[src/rtl/regfile_wb_arbiter.sv]
// Round-robin arbiter sharing the register-file write port between the ALU
// and load writeback paths, each fronted by a small circular queue.

module regfile_wb_queue #(
    parameter int DATA_W = 64,
    parameter int ADDR_W = 5,
    parameter int DEPTH  = 2,
    parameter int CQ_W   = $clog2(DEPTH + 1)
) (
    input  logic              clk,
    input  logic              reset,
    input  logic              i_push,
    input  logic [ADDR_W-1:0] i_rd,
    input  logic [DATA_W-1:0] i_data,
    input  logic              i_pop,
    output logic [CQ_W-1:0]   o_count,
    output logic [ADDR_W-1:0] o_head_rd,
    output logic [DATA_W-1:0] o_head_data
);
    localparam int PTR_W = (DEPTH > 1) ? $clog2(DEPTH) : 1;

    logic [ADDR_W-1:0] r_mem_rd   [DEPTH];
    logic [DATA_W-1:0] r_mem_data [DEPTH];
    logic [PTR_W-1:0]  r_wp;
    logic [PTR_W-1:0]  r_rp;
    logic [CQ_W-1:0]   r_count;

    // Pointers wrap naturally because DEPTH is a power of two.
    always_ff @(posedge clk) begin
        if (reset) begin
            r_wp    <= '0;
            r_rp    <= '0;
            r_count <= '0;
        end else begin
            if (i_push) begin
                r_wp <= r_wp + PTR_W'(1);
            end
            if (i_pop) begin
                r_rp <= r_rp + PTR_W'(1);
            end
            case ({i_push, i_pop})
                2'b10:   r_count <= r_count + CQ_W'(1);
                2'b01:   r_count <= r_count - CQ_W'(1);
                default: r_count <= r_count;
            endcase
        end
    end

    // Entry storage; contents are only observed while count is non-zero.
    always_ff @(posedge clk) begin
        if (i_push) begin
            r_mem_rd[r_wp]   <= i_rd;
            r_mem_data[r_wp] <= i_data;
        end
    end

    assign o_count     = r_count;
    assign o_head_rd   = r_mem_rd[r_rp];
    assign o_head_data = r_mem_data[r_rp];
endmodule

module regfile_wb_arbiter #(
    parameter int DATA_W = 64,
    parameter int ADDR_W = 5,
    parameter int DEPTH  = 2,
    parameter int CNT_W  = 16
) (
    input  logic              clk,
    input  logic              reset,
    input  logic              a_valid,
    input  logic [ADDR_W-1:0] a_rd,
    input  logic [DATA_W-1:0] a_data,
    output logic              a_ready,
    input  logic              m_valid,
    input  logic [ADDR_W-1:0] m_rd,
    input  logic [DATA_W-1:0] m_data,
    output logic              m_ready,
    output logic              wr_en,
    output logic [ADDR_W-1:0] wr_rd,
    output logic [DATA_W-1:0] wr_data,
    output logic              idle,
    output logic [CNT_W-1:0]  conflicts
);
    localparam int CQ_W = $clog2(DEPTH + 1);

    logic [CQ_W-1:0]   w_a_count;
    logic [CQ_W-1:0]   w_m_count;
    logic [ADDR_W-1:0] w_a_head_rd;
    logic [ADDR_W-1:0] w_m_head_rd;
    logic [DATA_W-1:0] w_a_head_data;
    logic [DATA_W-1:0] w_m_head_data;
    logic              w_a_push;
    logic              w_m_push;
    logic              w_a_ne;
    logic              w_m_ne;
    logic              w_grant_a;
    logic              w_grant_m;
    logic              w_conflict;
    logic [ADDR_W-1:0] w_sel_rd;
    logic [DATA_W-1:0] w_sel_data;
    logic              r_last_m;
    logic [CNT_W-1:0]  r_conflicts;

    // Ready comes from registered occupancy only: a full queue stays closed
    // even in a cycle where it is being drained.
    assign a_ready  = !reset && (w_a_count < CQ_W'(DEPTH));
    assign m_ready  = !reset && (w_m_count < CQ_W'(DEPTH));
    assign w_a_push = a_valid && a_ready;
    assign w_m_push = m_valid && m_ready;
    assign w_a_ne   = (w_a_count != '0);
    assign w_m_ne   = (w_m_count != '0);

    regfile_wb_queue #(.DATA_W(DATA_W), .ADDR_W(ADDR_W), .DEPTH(DEPTH), .CQ_W(CQ_W)) u_queue_a (
        .clk         (clk),
        .reset       (reset),
        .i_push      (w_a_push),
        .i_rd        (a_rd),
        .i_data      (a_data),
        .i_pop       (w_grant_a),
        .o_count     (w_a_count),
        .o_head_rd   (w_a_head_rd),
        .o_head_data (w_a_head_data)
    );

    regfile_wb_queue #(.DATA_W(DATA_W), .ADDR_W(ADDR_W), .DEPTH(DEPTH), .CQ_W(CQ_W)) u_queue_m (
        .clk         (clk),
        .reset       (reset),
        .i_push      (w_m_push),
        .i_rd        (m_rd),
        .i_data      (m_data),
        .i_pop       (w_grant_m),
        .o_count     (w_m_count),
        .o_head_rd   (w_m_head_rd),
        .o_head_data (w_m_head_data)
    );

    // Round-robin grant: on contention the side that did not win last time wins.
    always_comb begin
        w_grant_a  = 1'b0;
        w_grant_m  = 1'b0;
        w_conflict = 1'b0;
        if (w_a_ne && w_m_ne) begin
            w_conflict = 1'b1;
            if (r_last_m) begin
                w_grant_a = 1'b1;
            end else begin
                w_grant_m = 1'b1;
            end
        end else if (w_a_ne) begin
            w_grant_a = 1'b1;
        end else if (w_m_ne) begin
            w_grant_m = 1'b1;
        end else begin
            w_grant_a = 1'b0;
            w_grant_m = 1'b0;
        end
    end

    assign w_sel_rd   = w_grant_m ? w_m_head_rd   : w_a_head_rd;
    assign w_sel_data = w_grant_m ? w_m_head_data : w_a_head_data;

    // Output stage; writes to x0 consume their slot but never assert wr_en.
    always_ff @(posedge clk) begin
        if (reset) begin
            wr_en   <= 1'b0;
            wr_rd   <= '0;
            wr_data <= '0;
        end else begin
            wr_en <= (w_grant_a || w_grant_m) && (w_sel_rd != '0);
            if (w_grant_a || w_grant_m) begin
                wr_rd   <= w_sel_rd;
                wr_data <= w_sel_data;
            end
        end
    end

    // Last-grant pointer starts at M so A wins the first conflict.
    always_ff @(posedge clk) begin
        if (reset) begin
            r_last_m <= 1'b1;
        end else if (w_grant_a) begin
            r_last_m <= 1'b0;
        end else if (w_grant_m) begin
            r_last_m <= 1'b1;
        end
    end

    // Saturating contention counter for performance debug.
    always_ff @(posedge clk) begin
        if (reset) begin
            r_conflicts <= '0;
        end else if (w_conflict && !(&r_conflicts)) begin
            r_conflicts <= r_conflicts + CNT_W'(1);
        end
    end

    assign conflicts = r_conflicts;
    assign idle      = (w_a_count == '0) && (w_m_count == '0) && !wr_en;
endmodule

[config.mk]
export PLATFORM = sky130hd
export DESIGN_NAME = regfile_wb_arbiter
export DESIGN_NICKNAME = d
export VERILOG_FILES = /design/src/rtl/regfile_wb_arbiter.sv
export SDC_FILE = /design/constraint.sdc
export NUM_CORES = 1
export LEC_CHECK = 0
export CAP_MARGIN = 20
export CORE_ASPECT_RATIO = 1.2
export CORE_UTILIZATION = 57
export CTS_BUF_LIST = sky130_fd_sc_hd__clkbuf_16
export CTS_CLUSTER_DIAMETER = 50
export DETAILED_ROUTE_END_ITERATION = 7
export PLACE_DENSITY = 0.81
export SYNTH_ARGS = -nofsm -noshare
export SYNTH_HDL_FRONTEND = slang
export SYNTH_SLANG_ARGS = --single-unit
[constraint.sdc]
create_clock -name clk -period 14.9 [get_ports clk]
set_clock_uncertainty 0.1 [all_clocks]
set_input_delay 4.47 -clock clk [delete_from_list [all_inputs] [get_ports clk]]
set_output_delay 4.47 -clock clk [all_outputs]
set_load 0.01 [all_outputs]
### Word-level counts from Yosys, hierarchy flattened

Memories as Yosys holds them, arrays and structs flattened. A register that Yosys moved wholly into a read port is not among the register bits.
Index checks and enable logic that the tools add are counted.

| word-level totals | value |
|---|---|
| input bits | 142 |
| memories | 4 |
| register bits | 95 |
| output and inout bits | 89 |
| memory bits (writable) | 276 |
| logic and storage cells | 78 |

Memories:

| memory | words | bits a word | read ports | clocked after memory_dff | wr ports | RTL line | source |
|---|---|---|---|---|---|---|---|
| u_queue_a.r_mem_data | 2 | 64 | 1 | 1 | 1 | 23 | `logic [DATA_W-1:0] r_mem_data [DEPTH];` |
| u_queue_m.r_mem_data | 2 | 64 | 1 | 1 | 1 | 23 |  |
| u_queue_a.r_mem_rd | 2 | 5 | 1 | 1 | 1 | 22 | `logic [ADDR_W-1:0] r_mem_rd [DEPTH];` |
| u_queue_m.r_mem_rd | 2 | 5 | 1 | 1 | 1 | 22 |  |

| cells by class | value |
|---|---|
| reduce and logical (&&, ||, !) cells | 22 |
| multiplexer cells | 26 |
| $add $sub $neg | 9 |
| equal/unequal tests | 4 |
| $lt $le $gt $ge | 2 |

Operator list:

| cell | count |
|---|---|
| $mux 64 | 1 |
| $mux 1 | 22 |
| $add 16x1->16 const B | 1 |
| $reduce_and 16->1 | 1 |
| $reduce_bool 2->1 | 5 |
| $logic_and 1x1->1 | 9 |
| $pmux 2 s2 | 2 |
| $mux 5 | 1 |
| $reduce_bool 5->1 | 1 |
| $add 1x1->1 const B | 4 |
| $add 2x1->2 const B | 2 |
| $eq 2x1->1 const B | 2 |
| $eq 2x2->1 const B | 2 |
| $logic_not 2->1 | 2 |
| $lt 2x2->1 const B | 2 |
| $sub 2x1->2 const B | 2 |
| $logic_not 1->1 | 3 |
| $logic_or 1x1->1 | 1 |

### Logic depth before layout (Yosys ltp)

Gate-level depths: netlist of the first run.

| depth | value |
|---|---|
| depth after elaboration | 7 |
| mapped depth | 9 |
| mapped depth without buffers | 7 |

### Modules after synthesis

From an unflattened synthesis of the first run, not the netlist that was laid out.

| second synthesis, totals | value |
|---|---|
| cell total of the unflattened synthesis | 836 |
| area total of the unflattened synthesis | 13979.7 µm² |

Modules (own cells, without submodules):

| module | cells an instance | seq. area each (µm²) | times used | area an instance (µm²) |
|---|---|---|---|---|
| regfile_wb_queue | 235 | 4244.1 | 2 | 5213.8 |
| regfile_wb_arbiter | 366 | 1741.7 | 1 | 3552.2 |

### Worst setup path after synthesis of the first run

OpenSTA, ideal clock, no wires.

| timing path | value |
|---|---|
| path type | input -> output |
| from | input port reset |
| to | output port a_ready |
| path buffers | 0 |
| required time | 10.330 ns |
| arrival | 4.677 ns |
| slack | 5.653 ns |
| stages on the path | 1 |
| cells stage by stage | nor2_1 |

| on the way | value |
|---|---|
| longest elaborated chain between the ends | 2 |

RTL lines:

| element | RTL line | source |
|---|---|---|
| from (decl) | 69 | `input logic reset,` |
| $logic_not 1->1 | 106 | `assign a_ready = !reset && (w_a_count < CQ_W'(DEPTH));` |
| $logic_and 1x1->1 | 106 |  |
| to (decl) | 73 | `output logic a_ready,` |

No other way between the ends.

### Worst setup path in the final report of the first run

| timing path | value |
|---|---|
| from | input port reset |
| to | output port m_ready |

| on the way | value |
|---|---|
| longest elaborated chain between the ends | 2 |

RTL lines:

| element | RTL line | source |
|---|---|---|
| $logic_not 1->1 | 107 | `assign m_ready = !reset && (w_m_count < CQ_W'(DEPTH));` |
| $logic_and 1x1->1 | 107 |  |
| to (decl) | 77 | `output logic m_ready,` |

No other way between the ends.

==> run metrics, run 1 <==
status finished clean; die width 145.7 um; Clk network pwr share 28.0%; RSZ-0062 raised after global routing no; Worst R2R Start u_queue_m.o_count[1]; CP Launch Type input pin; largest net degree at the start of global routing 103; GRT Total Usage 26.21%; sequential share of the synthesized area 72.43%; min-delay src wr_data[4]; Post-CTS Setup Bufs 0; die area 25410 um^2; crit path cell chain buf_4 -> buf_16 -> nor2_1 -> clkdlybuf4s50_1; Netlist cell types between 40 and 50; synth cell count leaders edfxtp_1 (276), dfxtp_1 (97), a21oi_1 (85); CTS tree built; Internal 0.002284 W; Synth warnings 0; share of the synthesized area in the top cell type between 50% and 60%; switching share of power 31.53%; EDFF count, synth 276; first-pass GRT wire length just over 50000 um; Slew HR 28.54%; total grt overflow 0; drc violations 0; Worst-Skew Late Latency 0.51 ns; crit end category output port; Slew Viols, Final 0; Mapped Avg Cell Area 14.40 um^2; WP data arrival 5.86 ns; setup violators final 0; depth of the CTS H-tree 2; root buffer cell clkbuf_16; CP required 10.33 ns; cell count after synthesis 981; Hold-fix buffers, CTS 0; final instance area 18020 um^2; Worst-Margin Slew 1.072 ns; proportion of layout cells with a drive suffix above 1 12.85%; top-count cell post-synth edfxtp_1; total length of routed wires 32730 um; FMAX 95.91 MHz; Antenna Violating Nets Remaining 0; 1st-iter DRT viols 536; Register-to-Register Setup Slack ~12 ns; fillers 1534; Post-DP HPWL 19200 um; area leader, netlist edfxtp_1; Max Buffers Root-to-Sink 3; worst setup path class in2out; Initial DRT Pass Iterations 5; non-filler cells in the finished layout 1555; Placement Rows 62; clock sink count 373; crit path time final 10.43 ns; core box area 24130 um^2; initial antenna violation count 6; Inserted Clock Buffers 37; Area Overhead vs Synth 27.62%; Placed Area 16720 um^2; Final Cycle Share between 60% and 70%; crit path max fanout 53; Pwr per Cell Area 185.1 nW/um^2; register bit total from synthesis between 300 and 400; Die Y 174.4 um; Area contributors post-synth edfxtp_1 (59%), dfxtp_1 (14%), mux2_2 (5.5%); port buffer count 230; Via Count 8992; Comb pwr share 30.2%; net load switching power 0.001052 W; Final nets 1349; post-DR vias/cell 5.783; Initial Util approximately 60%; I/O pins about 230; min-delay worst type reg2reg; DP Cell Count 1482; launch point of the worst path reset; Cell Area, Synth approximately 14000 um^2; max-cap violations 0; leakage just under 6 nW; peak supply drop 0.0001027 V; syn nets about 1100; vias in the first global route 9277; average wire per standard cell 21.05 um; Worst path slowest cell clkdlybuf4s50_1; slowest stage delay, CP around 0.50 ns; ys async rst share 0%; worst hold slack 0.3488 ns; Top FF cell, synth edfxtp_1; sequential power share a little over two fifths; CTS resizes 0; Power Total approximately 0.0033 W; Fin. Hold Viols 0; GP Congestion 0.8009; Fin Setup TNS 0 ns; Clock Pin Slew Worst Setup and Hold Paths 0.06 ns
[layout by cell type (no fill, tap or decap), drive strengths merged, types with 2 or more instances in the layout]
master / Yosys / routed
and3: 4 / 4
nor3: 5 / 5
bufinv: 0 / 6
a211oi: 2 / 2
diode: 0 / 5
o22ai: 43 / 43
mux2: 69 / 69
o31ai: 5 / 5
o21ai: 13 / 13
nor2b: 3 / 3
o211ai: 25 / 25
nor2: 63 / 63
edfxtp: 276 / 276
clkinvlp: 0 / 3
a21oi: 86 / 86
inv: 2 / 7
nand4: 7 / 7
nor4: 2 / 2
clkdlybuf4s50: 0 / 229
xor2: 5 / 5
ha: 3 / 3
clkinv: 1 / 15
clkbuf: 42 / 37
or4: 6 / 6
nand3: 33 / 33
xnor2: 4 / 4
mux2i: 71 / 71
or3: 7 / 7
nand2: 79 / 79
buf: 18 / 15
dfxtp: 97 / 97
[cells by family (layout without fill, tap and decap cells)]
kind of cell               Yosys count  count (layout)  synth area share [%]
DFF                                373             373                 72.43
muxes                              140             140                 10.53
buffers and inverters               63             312                 1.789
AOI/OAI and AO/OA                  180             180                 7.619
and+or+nand+nor                    213             213                 6.804
xor gates and xnor gates             9               9                0.5581
adders and majority gates            3               3                0.2658
other                                0               5                     0
[power by group through the flow]
stage          logic [W]  clock network (W)  registers (W)
6_report         0.00101           0.000934        0.00139
4_1_cts         0.000997           0.000946        0.00141
5_1_grt          0.00109           0.000986        0.00141
3_3_place_gp    0.000966                  0        0.00142
3_5_place_dp    0.000989                  0        0.00143
2_1_floorplan   0.000602                  0        0.00140
[through the flow]
step	utilization, %	worst slack [ns]
floorplan	-	5.653
global placement	69.27	4.294
detailed placement	69.29	4.225
CTS	74.32	4.233
global route	74.70	4.389
finish	74.71	4.474
[state kept, by name (all words and copies together), names as in the netlist, named ones only]
name and cells:
conflicts 16, r_last_m 1, u_queue_a.o_count 2, u_queue_a.r_mem_data 128, u_queue_a.r_mem_rd 10, u_queue_a.r_rp 1, u_queue_a.r_wp 1, u_queue_m.o_count 2
u_queue_m.r_mem_data 128, u_queue_m.r_mem_rd 10, u_queue_m.r_rp 1, u_queue_m.r_wp 1, wr_data 64, wr_en 1, wr_rd 5
[per-layer routing]
metal / vias up / share of wire [%] / GRT usage (%)
li1: 4163 / - / -
met4: 2 / 4.1 / 12.11
met1: 4396 / 39 / 31.58
met3: 76 / 6.1 / 4.882
met2: 355 / 51 / 45.61
met5: - / 0.052 / 0
[path summary, 6_finish.rpt]
kind,cells after the start,end
worst max-delay path,4,m_ready
worst min-delay path,2,wr_data[4]
worst max register to register,8,u_queue_m.o_count[1]
worst min register to register,2,wr_data[4]
[final cells by class]
cell class              instances  area [um^2]  share of cell area (%)
inverters                       3        11.26                 0.06247
clock inverters                28        287.8                   1.597
flip-flops and latches        373        10240                   56.80
clock buffers                  37        925.9                   5.137
repair buffers                244         2462                   13.66
well taps                     320        400.4                   2.221
multi-input cells             545         3687                   20.46
diodes                          5        12.51                 0.06942
[worst max-delay path, delay by kind of cell]
| family | cells | cell delay [ns] |
|---|---|---|
| buffers and inverters | 3 | 1.26 |
| AND/OR/NAND/NOR | 1 | 0.12 |
No activity file was read; power rests on OpenSTA's default activity.
==> run 2, diff against run 1 <==
- CORE_UTILIZATION: 57 -> 53
- PLACE_DENSITY: 0.81 -> 0.76
- clock period: 14.9 -> 10.5 ns (I/O delays scaled with it)
==> run metrics, run 2 (synthesized netlist as in run 1, its figures left out) <==
Worst Path Buf+Inv 2; depth of the CTS H-tree 2; status finished clean; crit path time final 7.510 ns; Worst path slowest cell clkdlybuf4s50_1; met1 Usage GRT 28.07%; Post-CTS Setup Bufs 0; initial antenna violation count 3; port buffer count 230; Area Overhead vs Synth 26.95%; peak supply drop 0.0001789 V; worst setup path class in2out; 1st-iter DRT viols around 370; final instance area 17930 um^2; Pwr per Cell Area 258.2 nW/um^2; largest registers u_queue_a.r_mem_data x128, u_queue_m.r_mem_data x128, wr_data x64; drc violations 0; Initial Util 53.77%; Hold-fix buffers, CTS 0; RSZ-0062 raised after global routing no; crit end category output port; total grt overflow 0; vias in the first global route 8990; Slew Viols, Final 0; GP Congestion ~0.78; Final nets 1349; CTS resizes 0; clock sink count 373; leakage 5.898 nW; Fin. Hold Viols 0; Fin Setup TNS 0 ns; root buffer cell clkbuf_16; FMAX between 100 and 150 MHz; Critical Path Stages 3; Post-DP HPWL 18760 um; Via Count 8829; crit path cell chain buf_4 -> nor2_1 -> clkdlybuf4s50_1; die width 151.0 um; total length of routed wires between 30000 and 40000 um; average wire per standard cell 19.96 um; M3 GR Usage 3.914%; max-cap violations 0; CP delay by family, top buffers and inverters; gr busiest metal met2; Antenna Violating Nets Remaining 0; die area 27310 um^2; commonest non-fill, non-tap cell in the layout edfxtp_1; Slew HR 26.47%; Max Buffers Root-to-Sink 3; Initial DRT Pass Iterations 5; post-DR vias/cell 5.620; most frequent cells in the layout edfxtp_1 (276), clkdlybuf4s50_1 (229), dfxtp_1 (95); crit path max fanout 37; proportion of layout cells with a drive suffix above 1 between 10% and 20%; GRT Total Usage 23.15%; WP data arrival 4.26 ns; I/O pins between 200 and 250; core box area about 26000 um^2; Final Cycle Share 71.52%; hold path cells 2; Worst-Margin Slew about 1.1 ns; setup violators final 0; largest net degree at the start of global routing 72; Placed Area approximately 17000 um^2; Placement Rows 65; M2 GR Usage approximately two fifths; Power Total about 0.0046 W; Clock Pin Slew Worst Setup and Hold Paths around 0.060 ns; min-delay worst type reg2reg; CP required 7.25 ns; Die Y approximately 180 um; Worst-Skew Late Latency 0.51 ns; CTS tree built; first-pass GRT wire length 47750 um; fillers 1823; CP Launch Type input pin; slowest stage delay, CP 0.58 ns; Inserted Clock Buffers 37; cell count of the worst reg-to-reg path 8
run 2: cell types whose count changed in the layout (fill, tap and decap cells not counted), sizes merged:
cell	before	now
bufinv	6	1
clkbuf	37	39
clkinv	15	11
diode	5	3
inv	7	17
run 2: layout make-up:
cell class | count | area (um^2) | area share [%]
clock inverter | 29 | 176.4 | 0.9839
inverter | 3 | 11.26 | 0.06281
tap | 335 | 419.2 | 2.338
clock buffer | 39 | 975.9 | 5.443
antenna | 3 | 7.507 | 0.04187
timing repair buffer | 244 | 2415 | 13.47
multi-input combinational | 545 | 3687 | 20.57
sequential | 373 | 10240 | 57.10
run 2: path summary, 6_finish.rpt:
kind	to	start	slack, ns
worst max register to register	u_queue_m.o_count[1]	u_queue_m.o_count[0]	7.22
worst min-delay path	wr_data[6]	wr_data[6]	0.35
worst min register to register	wr_data[6]	wr_data[6]	0.35
worst max-delay path	a_ready	reset	2.99
run 2: routing by layer:
layer,up-vias,part of all wire [%]
met2,275,53
met3,52,5.1
li1,4159,-
met4,2,2.6
met5,-,0.041
met1,4341,39
run 2: tightest hold or removal path, delay by kind of cell (launching register included):
family             cells  cell delay (ns)
and+or+nand+nor        1             0.05
DFF                    1             0.31
AOI/OAI and AO/OA      1             0.05
run 2: report_power, final:
part           switching (W)  internal [W]
registers           0.000177       0.00182
logic               0.000762      0.000633
clock network       0.000537      0.000703
run 2: through the flow:
stage	utilization (%)	setup slack (ns)	hold slack [ns]	instances
4_1_cts	68.15	3.015	0.3521	1567
3_3_place_gp	63.74	3.039	0.3397	1498
5_1_grt	68.24	2.971	0.3748	1570
3_5_place_dp	63.76	3.028	0.3443	1499
6_report	68.25	2.990	0.3509	1571
2_1_floorplan	-	3.485	0.3762	981
